==> config.mk <==
export PLATFORM = sky130hd
export DESIGN_NAME = issue_split_dual
export DESIGN_NICKNAME = d
export VERILOG_FILES = /design/src/rtl/superscalar_pkg.sv /design/src/rtl/pair_hazard_check.sv /design/src/rtl/issue_split_dual.sv
export SDC_FILE = /design/constraint.sdc
export NUM_CORES = 1
export LEC_CHECK = 0
export CORE_ASPECT_RATIO = 1.5
export CORE_MARGIN = 2
export CORE_UTILIZATION = 50
export CTS_BUF_LIST = sky130_fd_sc_hd__clkbuf_4 sky130_fd_sc_hd__clkbuf_8 sky130_fd_sc_hd__clkbuf_16
export DETAILED_ROUTE_END_ITERATION = 6
export GPL_TIMING_DRIVEN = 0
export PLACE_DENSITY = 0.87
export RECOVER_POWER = 50
export SETUP_SLACK_MARGIN = 0.1
export SYNTH_ARGS = -nofsm -noshare
export SYNTH_HDL_FRONTEND = slang
export SYNTH_SLANG_ARGS = --single-unit
export TNS_END_PERCENT = 10
==> constraint.sdc <==
create_clock -name clk -period 4.65 [get_ports clk]
set_input_delay 0.93 -clock clk [delete_from_list [all_inputs] [get_ports clk]]
set_output_delay 0.93 -clock clk [all_outputs]
set_load 0.05 [all_outputs]
==> src/rtl/superscalar_pkg.sv <==
// Shared definitions for the dual-issue front end: RV32 opcodes used by the
// pair hazard decode, the issue FSM state type and small decode helpers.
package superscalar_pkg;

  localparam logic [6:0] OPC_LOAD   = 7'b0000011;
  localparam logic [6:0] OPC_STORE  = 7'b0100011;
  localparam logic [6:0] OPC_BRANCH = 7'b1100011;
  localparam logic [6:0] OPC_JAL    = 7'b1101111;
  localparam logic [6:0] OPC_JALR   = 7'b1100111;
  localparam logic [6:0] OPC_LUI    = 7'b0110111;
  localparam logic [6:0] OPC_AUIPC  = 7'b0010111;
  localparam logic [6:0] OPC_OP     = 7'b0110011;

  // PAIR: normal dual issue. SECOND: instr1 of a split pair still pending.
  typedef enum logic {
    PAIR   = 1'b0,
    SECOND = 1'b1
  } issue_state_t;

  // Writes a register: stores and branches have no rd, and x0 is never written.
  function automatic logic is_rd_wr(input logic [31:0] instr);
    logic [6:0] opc;
    opc = instr[6:0];
    return (opc != OPC_STORE) && (opc != OPC_BRANCH) && (instr[11:7] != 5'd0);
  endfunction

  // Reads rs1: everything except the upper-immediate and jal forms.
  function automatic logic uses_rs1(input logic [31:0] instr);
    logic [6:0] opc;
    opc = instr[6:0];
    return (opc != OPC_LUI) && (opc != OPC_AUIPC) && (opc != OPC_JAL);
  endfunction

  // Reads rs2: register-register ALU ops, stores and branches.
  function automatic logic uses_rs2(input logic [31:0] instr);
    logic [6:0] opc;
    opc = instr[6:0];
    return (opc == OPC_OP) || (opc == OPC_STORE) || (opc == OPC_BRANCH);
  endfunction

  // Changes control flow.
  function automatic logic is_ctrl(input logic [31:0] instr);
    logic [6:0] opc;
    opc = instr[6:0];
    return (opc == OPC_BRANCH) || (opc == OPC_JAL) || (opc == OPC_JALR);
  endfunction

  // Touches data memory.
  function automatic logic is_mem(input logic [31:0] instr);
    logic [6:0] opc;
    opc = instr[6:0];
    return (opc == OPC_LOAD) || (opc == OPC_STORE);
  endfunction

endpackage

==> src/rtl/pair_hazard_check.sv <==
// Combinational check deciding whether an instruction pair must be issued
// one at a time. An empty (all-zero) slot never forces a split.
module pair_hazard_check
  import superscalar_pkg::*;
(
  input  logic [31:0] instr0,
  input  logic [31:0] instr1,
  output logic        split
);

  logic [4:0] rd0;
  logic [4:0] rd1;
  logic [4:0] rs1_1;
  logic [4:0] rs2_1;
  logic       both_present;
  logic       ctrl_hit;
  logic       mem_hit;
  logic       raw1_hit;
  logic       raw2_hit;
  logic       waw_hit;

  assign rd0   = instr0[11:7];
  assign rd1   = instr1[11:7];
  assign rs1_1 = instr1[19:15];
  assign rs2_1 = instr1[24:20];

  // Evaluate each hazard class separately so they are easy to observe.
  always_comb begin
    both_present = (instr0 != 32'd0) && (instr1 != 32'd0);
    ctrl_hit     = is_ctrl(instr0) || is_ctrl(instr1);
    mem_hit      = is_mem(instr0) && is_mem(instr1);
    raw1_hit     = is_rd_wr(instr0) && uses_rs1(instr1) && (rs1_1 == rd0);
    raw2_hit     = is_rd_wr(instr0) && uses_rs2(instr1) && (rs2_1 == rd0);
    waw_hit      = is_rd_wr(instr0) && is_rd_wr(instr1) && (rd1 == rd0);
    split        = both_present && (ctrl_hit || mem_hit || raw1_hit || raw2_hit || waw_hit);
  end

endmodule

==> src/rtl/issue_split_dual.sv <==
// Dual-issue splitter between the IF/ID register and the ID/EX issue latches.
// A hazardous pair issues instr0 first while IF/ID is held, then instr1 alone.
//
// Handshake: fetch_we is the only flow-control signal towards IF/ID. When it
// is high at a rising edge the pair on pcD/instr0D/instr1D has been consumed
// and IF/ID may load the next pair; when low, IF/ID must hold its contents.
// ex_stall from downstream freezes the issue latches and state; flush clears
// them and dominates ex_stall.
module issue_split_dual
  import superscalar_pkg::*;
#(
  parameter int XLEN = 32
) (
  input  logic             clk,
  input  logic             rst_n,
  input  logic [XLEN-1:0]  pcD,
  input  logic [31:0]      instr0D,
  input  logic [31:0]      instr1D,
  input  logic             flush,
  input  logic             ex_stall,
  output logic             fetch_we,
  output logic             slot0_valid,
  output logic             slot1_valid,
  output logic [XLEN-1:0]  slot0_pc,
  output logic [XLEN-1:0]  slot1_pc,
  output logic [31:0]      slot0_instr,
  output logic [31:0]      slot1_instr,
  output issue_state_t     dbg_state
);

  issue_state_t    state_q, state_d;
  logic            s0_valid_q, s0_valid_d;
  logic            s1_valid_q, s1_valid_d;
  logic [XLEN-1:0] s0_pc_q, s0_pc_d;
  logic [XLEN-1:0] s1_pc_q, s1_pc_d;
  logic [31:0]     s0_instr_q, s0_instr_d;
  logic [31:0]     s1_instr_q, s1_instr_d;

  logic            split;
  logic [XLEN-1:0] pc_plus4;

  // Wraps modulo 2^XLEN by construction.
  assign pc_plus4 = pcD + XLEN'(4);

  pair_hazard_check u_hazard (
    .instr0 (instr0D),
    .instr1 (instr1D),
    .split  (split)
  );

  // IF/ID write enable: low in reset, high on flush so IF/ID applies its own
  // flush, low while stalled, otherwise low only in the first cycle of a split.
  always_comb begin
    fetch_we = 1'b0;
    if (!rst_n) begin
      fetch_we = 1'b0;
    end else if (flush) begin
      fetch_we = 1'b1;
    end else if (ex_stall) begin
      fetch_we = 1'b0;
    end else if (state_q == SECOND) begin
      fetch_we = 1'b1;
    end else begin
      fetch_we = !split;
    end
  end

  // Next-state and issue-latch contents.
  always_comb begin
    state_d    = state_q;
    s0_valid_d = s0_valid_q;
    s1_valid_d = s1_valid_q;
    s0_pc_d    = s0_pc_q;
    s1_pc_d    = s1_pc_q;
    s0_instr_d = s0_instr_q;
    s1_instr_d = s1_instr_q;

    if (flush) begin
      state_d    = PAIR;
      s0_valid_d = 1'b0;
      s1_valid_d = 1'b0;
      s0_pc_d    = '0;
      s1_pc_d    = '0;
      s0_instr_d = 32'd0;
      s1_instr_d = 32'd0;
    end else if (!ex_stall) begin
      case (state_q)
        PAIR: begin
          s0_pc_d    = pcD;
          s0_instr_d = instr0D;
          if (split) begin
            s0_valid_d = 1'b1;
            s1_valid_d = 1'b0;
            s1_pc_d    = '0;
            s1_instr_d = 32'd0;
            state_d    = SECOND;
          end else begin
            s0_valid_d = (instr0D != 32'd0);
            s1_valid_d = (instr1D != 32'd0);
            s1_pc_d    = pc_plus4;
            s1_instr_d = instr1D;
            state_d    = PAIR;
          end
        end
        SECOND: begin
          s0_valid_d = (instr1D != 32'd0);
          s0_pc_d    = pc_plus4;
          s0_instr_d = instr1D;
          s1_valid_d = 1'b0;
          s1_pc_d    = '0;
          s1_instr_d = 32'd0;
          state_d    = PAIR;
        end
        default: begin
          state_d = PAIR;
        end
      endcase
    end
  end

  // State and issue latches; reset clears everything asynchronously.
  always_ff @(posedge clk or negedge rst_n) begin
    if (!rst_n) begin
      state_q    <= PAIR;
      s0_valid_q <= 1'b0;
      s1_valid_q <= 1'b0;
      s0_pc_q    <= '0;
      s1_pc_q    <= '0;
      s0_instr_q <= 32'd0;
      s1_instr_q <= 32'd0;
    end else begin
      state_q    <= state_d;
      s0_valid_q <= s0_valid_d;
      s1_valid_q <= s1_valid_d;
      s0_pc_q    <= s0_pc_d;
      s1_pc_q    <= s1_pc_d;
      s0_instr_q <= s0_instr_d;
      s1_instr_q <= s1_instr_d;
    end
  end

  assign slot0_valid = s0_valid_q;
  assign slot1_valid = s1_valid_q;
  assign slot0_pc    = s0_pc_q;
  assign slot1_pc    = s1_pc_q;
  assign slot0_instr = s0_instr_q;
  assign slot1_instr = s1_instr_q;
  assign dbg_state   = state_q;

endmodule
==> results.toml <==
[floorplan]
io-pin-count = 232
dieArea_um2 = 14600
die_w_um = 99.3
fp.dieH_um = 147
core_area_um2 = 13400
num_rows = 52
floorplan.initialDensity = 0.508

[global_routing]
antenna_found_initial = 0
gr-total-overflow = 0
first_global_vias = 6575
grt_pass1_wl_mm = 36.3
grt_start_max_net_pins = 79
grt_use_total = 0.322

[sta]
skew_ns = 0.00619
post-route-min-period_ns = 4.37
slew_headroom = -0.304
drv_slew = 79
grt_setup_unrepaired = "false"
fin_ws_ns = 0.276
final-setup-viol-count = 0
finalHoldViolations = 0
worst_slew_pin_slew_ns = 1.96
fin_crit_sh = 0.941
fmax_mhz = 229

[logic_synthesis]
synthesis.instances = 683
ys_seq_area_frac = 0.482
syn_avg_cell_area_um2 = 9.96
syn_nets = 784
syn_area_um2 = 6810
ys_warn_count = 0
ys_types = 41
synth_seq_cells = 131

[clock_network]
cts_setup_buffers = 0
clock-sinks = 131
htreeDepth = 4
cts_tree = "done"
cts_made_buffers = 17
root_buffer = "clkbuf_16"
clock_latency_ns = 0.41
cts_hold_buffers = 0
cts_buffer_depth = 2
clkTransAtPathRegs_ns = 0.06

[power]
power.density_nw_per_um2 = 352
p_leak_nw = 4.25
ir_drop_mv = 0.210

[worst_setup_path]
cp.depth = 8
rr_worst_depth = 5
path_cells = "clkdlybuf4s50_1 > and4bb_2 > nand3_1 > or4_4 > a31oi_4 > nor2_1 > o41a_1 > clkbuf_2"
critical_path_buf_inv_count = 2
cpMaxStageDelayCell = "clkdlybuf4s50_1"
path_max_fanout = 6
cp.arrival_ns = 3.44
crit_path_end_kind = "primary output"
cp_top_family = "simple AND/OR/NAND/NOR gates"
cp-start-kind = "input port"
cp.required_ns = 3.72
crit_type = "in2out"
slowest_delay_ns = 0.57

[cells_and_area]
nNetsFinal = 1028
drive_gt1_frac = 0.0734
syn_to_final_growth_pct = 45.1
multi_input_area_um2 = 3230
final_core_util = 0.737
regArea_um2 = 3280
fillers = 1000
final_cell_area_um2 = 9880
diodes = 0

[run_status]
violations = "capacitance limit, slew limit"
status = "finished, violations left"

[detailed_routing]
viasPerCell = 5.71
via_count = 6287
drtIter0Drc = 294
dr.pass1.iters = 4
finalWirelength_mm = 23.2
antenna_left = 0
post_drt_wl_per_cell_um = 21.0
drcViolationCount = 0

[place]
postPlaceCellArea_um2 = 9280
numPortBuffers = 224
place_ws_ns = -0.168
dp_hpwl_mm = 17.0
gp_congestion = 0.941

[job]
maxCapViolCount = 1

[worst_hold_path]
min-delay-path-class = "in2async"
==> report_power, final <==
part,internal [mW],total [mW],switching [mW]
combinational,0.289,0.806,0.517
sequential,1.21,1.25,0.0404
clock,0.896,1.41,0.518
total,2.40,3.47,1.08
==> metal layers <==
| layer | part of all wire | global-route usage |
|---|---|---|
| met4 | 0.039 | 0.139 |
| met2 | 0.53 | 0.574 |
| met5 | 0 | 0 |
| met3 | 0.060 | 0.0623 |
| met1 | 0.37 | 0.372 |
==> stage by stage <==
stage	power (mW)	instances	hold slack, ns	setup TNS [ns]
floorplan	1.73	683	0.634	0
global placement	2.07	1069	0.464	-337.01
detailed placement	2.09	1070	0.490	-0.168
CTS	3.49	1102	0.480	0
global route	3.58	1102	0.479	0
finish	3.47	1102	0.453	0
==> Yosys cell counts (all sizes together) <==
library cell  instances  area [um2]
nand4b                1        8.76
nor2b                11        68.8
nor2                104         390
or2b                  1        7.51
clkbuf               34         128
buf                  19         130
o31ai                 2        15.0
a22o                 64         577
nor3                  7        35.0
a211o                 1        8.76
and3                 10        62.6
inv                  10        37.5
nor4                 16         106
o2111ai               1        8.76
or3                   1        6.26
a21oi                46         234
dfrtp               131        3280
a31oi                 1        21.3
and2                  3        18.8
and4                  1        8.76
xnor2                39         342
or2                   2        15.0
mux2i                45         450
nand3                24         120
o21a                  7        52.6
nand4                21         131
xor2                 32         280
o21ai                11        55.1
ha                    1        12.5
o41a                  1        11.3
and4bb                2        25.0
or4                   1        11.3
nand2                30         113
a211oi                3        35.0
==> cells in the final DEF, fill, tap and decap left out, types with 15 or more instances in the layout <==
master,count
xnor2_1,39
nor4_1,15
mux2i_1,45
nor2_1,104
clkbuf_16,17
a22o_1,51
dlygate4sd3_1,52
nand2_1,30
xor2_1,32
nand3_1,24
dfrtp_1,131
clkbuf_1,36
nand4_1,21
a21oi_1,45
clkdlybuf4s50_1,170
==> area by class of cell <==
cell class	instances	area share
flip-flops and latches	131	0.332
repair buffers	225	0.227
multi-input cells	489	0.327
inverters	10	0.00380
well taps	162	0.0205
plain buffers	53	0.0261
clock inverters	11	0.0152
clock buffers	21	0.0480
==> state kept, by name, summed over array words and instances, names as in the netlist <==
signal / flops
slot0_instr: 32
slot0_valid: 1
dbg_state: 1
slot1_pc: 32
slot1_valid: 1
slot1_instr: 32
slot0_pc: 32
==> repair_timing <==
item | in CTS | in global routing
hold endpoints to repair | 0 | 0
gates resized for setup | 1 | 2
endpoints found under the setup margin | 1 | 1
==> cells by family after synthesis <==
logic type | Yosys count | share of synthesized area
compound gates | 137 | 0.150
xor+xnor | 71 | 0.0914
fa+ha+maj | 1 | 0.00184
buf+inv | 63 | 0.0434
flops | 131 | 0.482
mux | 45 | 0.0662
simple gates | 235 | 0.166
==> worst paths after layout <==
kind	start	end	slack [ns]
worst max-delay path	instr1D[3]	fetch_we	0.28
worst min-delay path	rst_n	slot1_instr[11]	0.45
worst max register to register	dbg_state	slot1_pc[29]	2.28
worst min register to register	slot1_pc[23]	slot1_pc[23]	0.50
max in group asynchronous	rst_n	slot0_instr[1]	1.92
min in group clk	slot1_pc[23]	slot1_pc[23]	0.50
Power figures use the tool's default switching activity.
==> edit 1 (same flow settings) <==
`s0_instr_q` and `s1_instr_q` no longer have a reset.
--- a/src/rtl/issue_split_dual.sv
+++ b/src/rtl/issue_split_dual.sv
@@ -126,17 +126,18 @@
       s1_valid_q <= 1'b0;
       s0_pc_q    <= '0;
       s1_pc_q    <= '0;
-      s0_instr_q <= 32'd0;
-      s1_instr_q <= 32'd0;
     end else begin
       state_q    <= state_d;
       s0_valid_q <= s0_valid_d;
       s1_valid_q <= s1_valid_d;
       s0_pc_q    <= s0_pc_d;
       s1_pc_q    <= s1_pc_d;
-      s0_instr_q <= s0_instr_d;
-      s1_instr_q <= s1_instr_d;
     end
+  end
+
+  always_ff @(posedge clk) begin
+    s0_instr_q <= s0_instr_d;
+    s1_instr_q <= s1_instr_d;
   end
 
   assign slot0_valid = s0_valid_q;
Behaviour: not the same (Yosys sat finds a counterexample within 4 cycles, from zero or initial values and one cycle with rst_n low).
==> edit 1 against the original RTL <==
  * The run still ends with max-capacitance violations, max-slew violations left
  * Wire length is 1.7% higher
  * Design area down 0.94%
  * Area after synthesis decreased by 0.18%
  * Via count grew 8.0%
  * Clock skew rose by 0.0030 ns
  * Count of clock-buffer cells in the layout shrank 3
  * Setup slack got worse by 0.060 ns
  * Sequential cell count is the same
  * Total power decreased by 3.9%
  * Clock power is 9% lower
  * First-iteration DRC count grew 14%
  * Non-clock buffer count grew 4
  * Largest cell class is now multi-input combinational cells
==> edit 1: results (changes against the original RTL) <==
[outcome]
status = finished with violations
failed_checks = max-capacitance violations, max-slew violations

[final_layout]
n_all_inverters = 4  ; -6
nMultiInputCombCells = 589  ; +20%
bufAreaShareNonClock_pct = 25.3  ; -0.067 points
finalNetCount = 1126  ; +9.5%
seq_share_pct = 30.2  ; -3.0 points
clkbuf_count = 18  ; -14%
nNonClkBuffers = 282  ; +1.4%
seq_cell_count = 131  ; unchanged
regArea_mm2 = 0.00296  ; -9.8%

[global_routing]
grt_pass1_wl_mm = 36.3  ; about the same
grt_usage_pct = 32.1  ; -0.061 points
grt_max_degree = 69  ; -13%

[power]
switching_share_pct = 33.2  ; +2.2 points
ir_worst_vdd_mv = 0.214  ; +1.8%

[yosys]
synth_area_leaders = dfrtp_1, dfxtp_1, nand2_1
yosys-top-cells-count = nand2_1, nor2_1, dfrtp_1
synthCells = 785  ; +15%
ys_types = 48  ; +17%
synth-adder-area-share_pct = 0.184  ; +0.00034 points
syn_nets = 886  ; +13%
synthXorXnorAreaFrac_pct = 8.90  ; -0.24 points
synth_seq_area_share_pct = 43.5  ; -4.6 points
synthMuxAreaShare_pct = 7.22  ; +0.60 points
synth_compound_gate_area_share_pct = 13.4  ; -1.5 points

[sta]
fin_skew_ns = 0.00916  ; +0.00297 ns
slew_headroom_pct = -14.4  ; +16 points
slew_viol_final = 69  ; -13%

[placement]
place_area_mm2 = 0.00921  ; -0.80%
place_ws_ns = -0.616  ; -0.449 ns
dp.cells = 1168  ; +9.2%
hpwl_mm = 18.0  ; +5.5%
place_congestion = 0.925  ; -1.7%

[route]
vias = 6792  ; +8.0%
vias_per_cell = 5.66  ; -0.79%
wl_per_cell_um = 19.6  ; -6.6%
drt_iter0_drc = 334  ; +14%

[setup_path]
ff2ff_path_depth = 7  ; +2
critical-path-top-delay-family = buffers and inverters
r2r_end = slot0_instr[28]
r2r_slack_ns = 2.15  ; -0.13 ns
critPathMaxFanout = 10  ; +4

[flow_run]
timing.max_cap.violations = 1  ; unchanged

[worst_hold_path]
min_path_type = flop to flop

## edit 1: how the worst max path moves through the flow
stage                     start       end  slack [ns]  depth (start not counted)
floorplan            instr1D[2]  fetch_we        0.62                          7
global placement          rst_n  fetch_we       -1.07                          4
detailed placement   instr1D[9]  fetch_we       -0.62                         10
CTS                  instr1D[3]  fetch_we        0.11                          9
global route         instr1D[2]  fetch_we        0.14                          9
finish              instr1D[23]  fetch_we        0.22                         10
## edit 1: metal layers
layer | wire [um] | GRT usage (%)
met5 | 0 | 0
met4 | 1070 | 15.9
met3 | 1780 | 5.85
met2 | 12600 | 59.7
met1 | 8080 | 34.2
## edit 1: power groups by stage
stage               Clock [mW]  Combinational (mW)  Sequential, mW
CTS                       1.29               0.821            1.24
finish                    1.28               0.810            1.24
detailed placement           0               0.816            1.27
global route              1.33               0.851            1.25
global placement             0               0.808            1.26
floorplan                    0               0.221            1.51
==> edit 2 (config.mk and constraints unchanged) <==
Without the edit above. Change the parameter `XLEN` from 32 to 64.
--- a/src/rtl/issue_split_dual.sv
+++ b/src/rtl/issue_split_dual.sv
@@ -9,7 +9,7 @@
 module issue_split_dual
   import superscalar_pkg::*;
 #(
-  parameter int XLEN = 32
+  parameter int XLEN = 64
 ) (
   input  logic             clk,
   input  logic             rst_n,
Ports: changed (resized pcD, slot0_pc and slot1_pc); port bits go from 232 to 328. The function was not compared with the original's and may differ.
==> edit 2 against the original RTL <==
  * The flow still finishes with violations (max-capacitance violations, max-slew violations)
  * Combinational power grew 48%
  * Design area increased by 49%
  * Sequential cell count rose by 64
  * Setup slack improved by 0.11 ns
  * Area after synthesis grew 57%
  * Total power up 30%
  * Count of clock-buffer cells in the layout shrank 3
  * Wire length rose by 72%
  * Die area grew 55%
  * Critical endpoint unchanged
  * Largest power group is now registers
==> edit 2: results (changes against the original RTL) <==
[placement]
hpwl_mm = 30.9  ; +82%
place_congestion = 1.05  ; +12%
portBuffers = 307  ; +37%
place_ws_ns = -0.118  ; +0.0498 ns

[global_routing]
grt_pass1_vias = 10972  ; +67%
grt_use_met3_pct = 8.52  ; +2.3 points
grt_usage_pct = 35.7  ; +3.5 points
grt_pass1_wl_mm = 60.9  ; +68%
grt_antenna_before_repair = 4  ; +4
grt_util_met2_pct = 62.1  ; +4.7 points
gr-usage-met1_pct = 38.6  ; +1.4 points
grt_max_degree = 100  ; +27%

[yosys]
synth_seq_area_share_pct = 45.5  ; -2.6 points
synthMuxAreaShare_pct = 3.46  ; -3.2 points
synth_area_leaders = dfrtp_1, nand2_1, xnor2_1
syn_nets = 1364  ; +74%
synthXorXnorAreaFrac_pct = 10.5  ; +1.4 points
ys_types = 54  ; +32%
synth_compound_gate_area_share_pct = 11.3  ; -3.7 points
yosys-top-cells-count = dfrtp_1, nand2_1, nor2_1
synth-adder-area-share_pct = 0.117  ; -0.067 points

[sta]
fin_skew_ns = 0.00896  ; +0.00278 ns
tightestPinTransition_ns = 2.47  ; +0.517 ns
slew_viol_final = 99  ; +25%

[clock_tree]
cts_made_buffers = 17  ; unchanged
clk_latency_ns = 0.45  ; +0.04 ns
clkSlewWorstSetupHoldPaths_ns = 0.08  ; +0.02 ns

[setup_path]
crit_arrival_ns = 3.34  ; -0.10 ns
ff2ff_path_depth = 7  ; +2
critPathMaxStageDelay_ns = 0.60  ; +0.03 ns

[route]
wl_met3_mm = 3.27  ; +140%
firstDrtPassIters = 5  ; +1
highest_layer = met5
routed_wl_mm = 39.8  ; +72%
met1_length_mm = 13.6  ; +59%

[outcome]
status = finished with violations
failed_checks = max-capacitance violations, max-slew violations

[worst_hold_path]
min_path_type = input pin to async pin

[flow_run]
timing.max_cap.violations = 1  ; unchanged

[power]
ir_worst_vdd_mv = 0.246  ; +17%
p_leak_nw = 6.07  ; +43%

[final_layout]
finalNetCount = 1691  ; +64%

==> edit 2: kinds of logic (layout without fill, tap and decap cells) <==
| family | after synthesis | in the layout |
|---|---|---|
| buffers and inverters | 132 | 472 |
| and+or+nand+nor | 526 | 526 |
| DFF | 195 | 195 |
| other | 0 | 3 |
| xor gates and xnor gates | 129 | 129 |
| AOI/OAI and AO/OA | 211 | 211 |
| muxes | 37 | 37 |
| adders and majority gates | 1 | 1 |
==> edit 2: worst max-delay path, delay by kind of cell <==
kind	cells	cell delay, ns
and+or+nand+nor	4	1.09
buffers and inverters	2	0.94
AOI/OAI and AO/OA	2	0.38
==> edit 2: layout make-up <==
| class | instances | area [um^2] | area share, % |
|---|---|---|---|
| tap | 268 | 335 | 2.28 |
| inverter | 41 | 154 | 1.05 |
| clock buffer | 18 | 433 | 2.94 |
| antenna | 3 | 7.51 | 0.0510 |
| multi-input combinational | 904 | 5300 | 36.0 |
| timing repair buffer | 308 | 3080 | 20.9 |
| buffer | 91 | 388 | 2.64 |
| sequential | 195 | 4880 | 33.2 |
| clock inverter | 14 | 144 | 0.978 |
==> edit 2: path summary, 6_finish.rpt <==
path / from / to / slack [ns]
max: instr1D[4] / fetch_we / 0.38
min reg2reg: slot1_pc[50] / slot1_pc[50] / 0.48
max reg2reg: dbg_state / slot0_instr[1] / 1.75
min in group clk: slot1_pc[50] / slot1_pc[50] / 0.48
max in group asynchronous: rst_n / slot0_pc[15] / 1.29
min: rst_n / slot0_instr[10] / 0.48
==> edit 2: through the flow <==
| stage | util [%] | cell area, um^2 | power (mW) | instances | hold slack [ns] |
|---|---|---|---|---|---|
| global placement | 67.1 | 14100 | 3.08 | 1806 | 0.462 |
| finish | 69.9 | 14700 | 4.52 | 1842 | 0.476 |
| CTS | 69.9 | 14700 | 4.54 | 1839 | 0.486 |
| floorplan | - | 10700 | 2.56 | 1231 | 0.634 |
| detailed placement | 67.2 | 14200 | 3.10 | 1807 | 0.470 |
| global route | 69.9 | 14700 | 4.67 | 1842 | 0.496 |
==> edit 2: what timing repair did <==
| item | 4_1_cts | 5_1_grt |
|---|---|---|
| endpoints found under the hold margin | 0 | 0 |
| setup endpoints to repair | 1 | 1 |
| hold buffers | 0 | 0 |
| gates resized for setup | 1 | 4 |
==> edit 2: power groups by stage <==
| stage | logic, mW | registers (mW) | clock network [mW] |
|---|---|---|---|
| after floorplan | 0.291 | 2.27 | 0 |
| after global placement | 1.18 | 1.90 | 0 |
| after detailed placement | 1.20 | 1.90 | 0 |
| after CTS | 1.20 | 1.87 | 1.47 |
| after global routing | 1.25 | 1.88 | 1.55 |
| final | 1.19 | 1.87 | 1.46 |
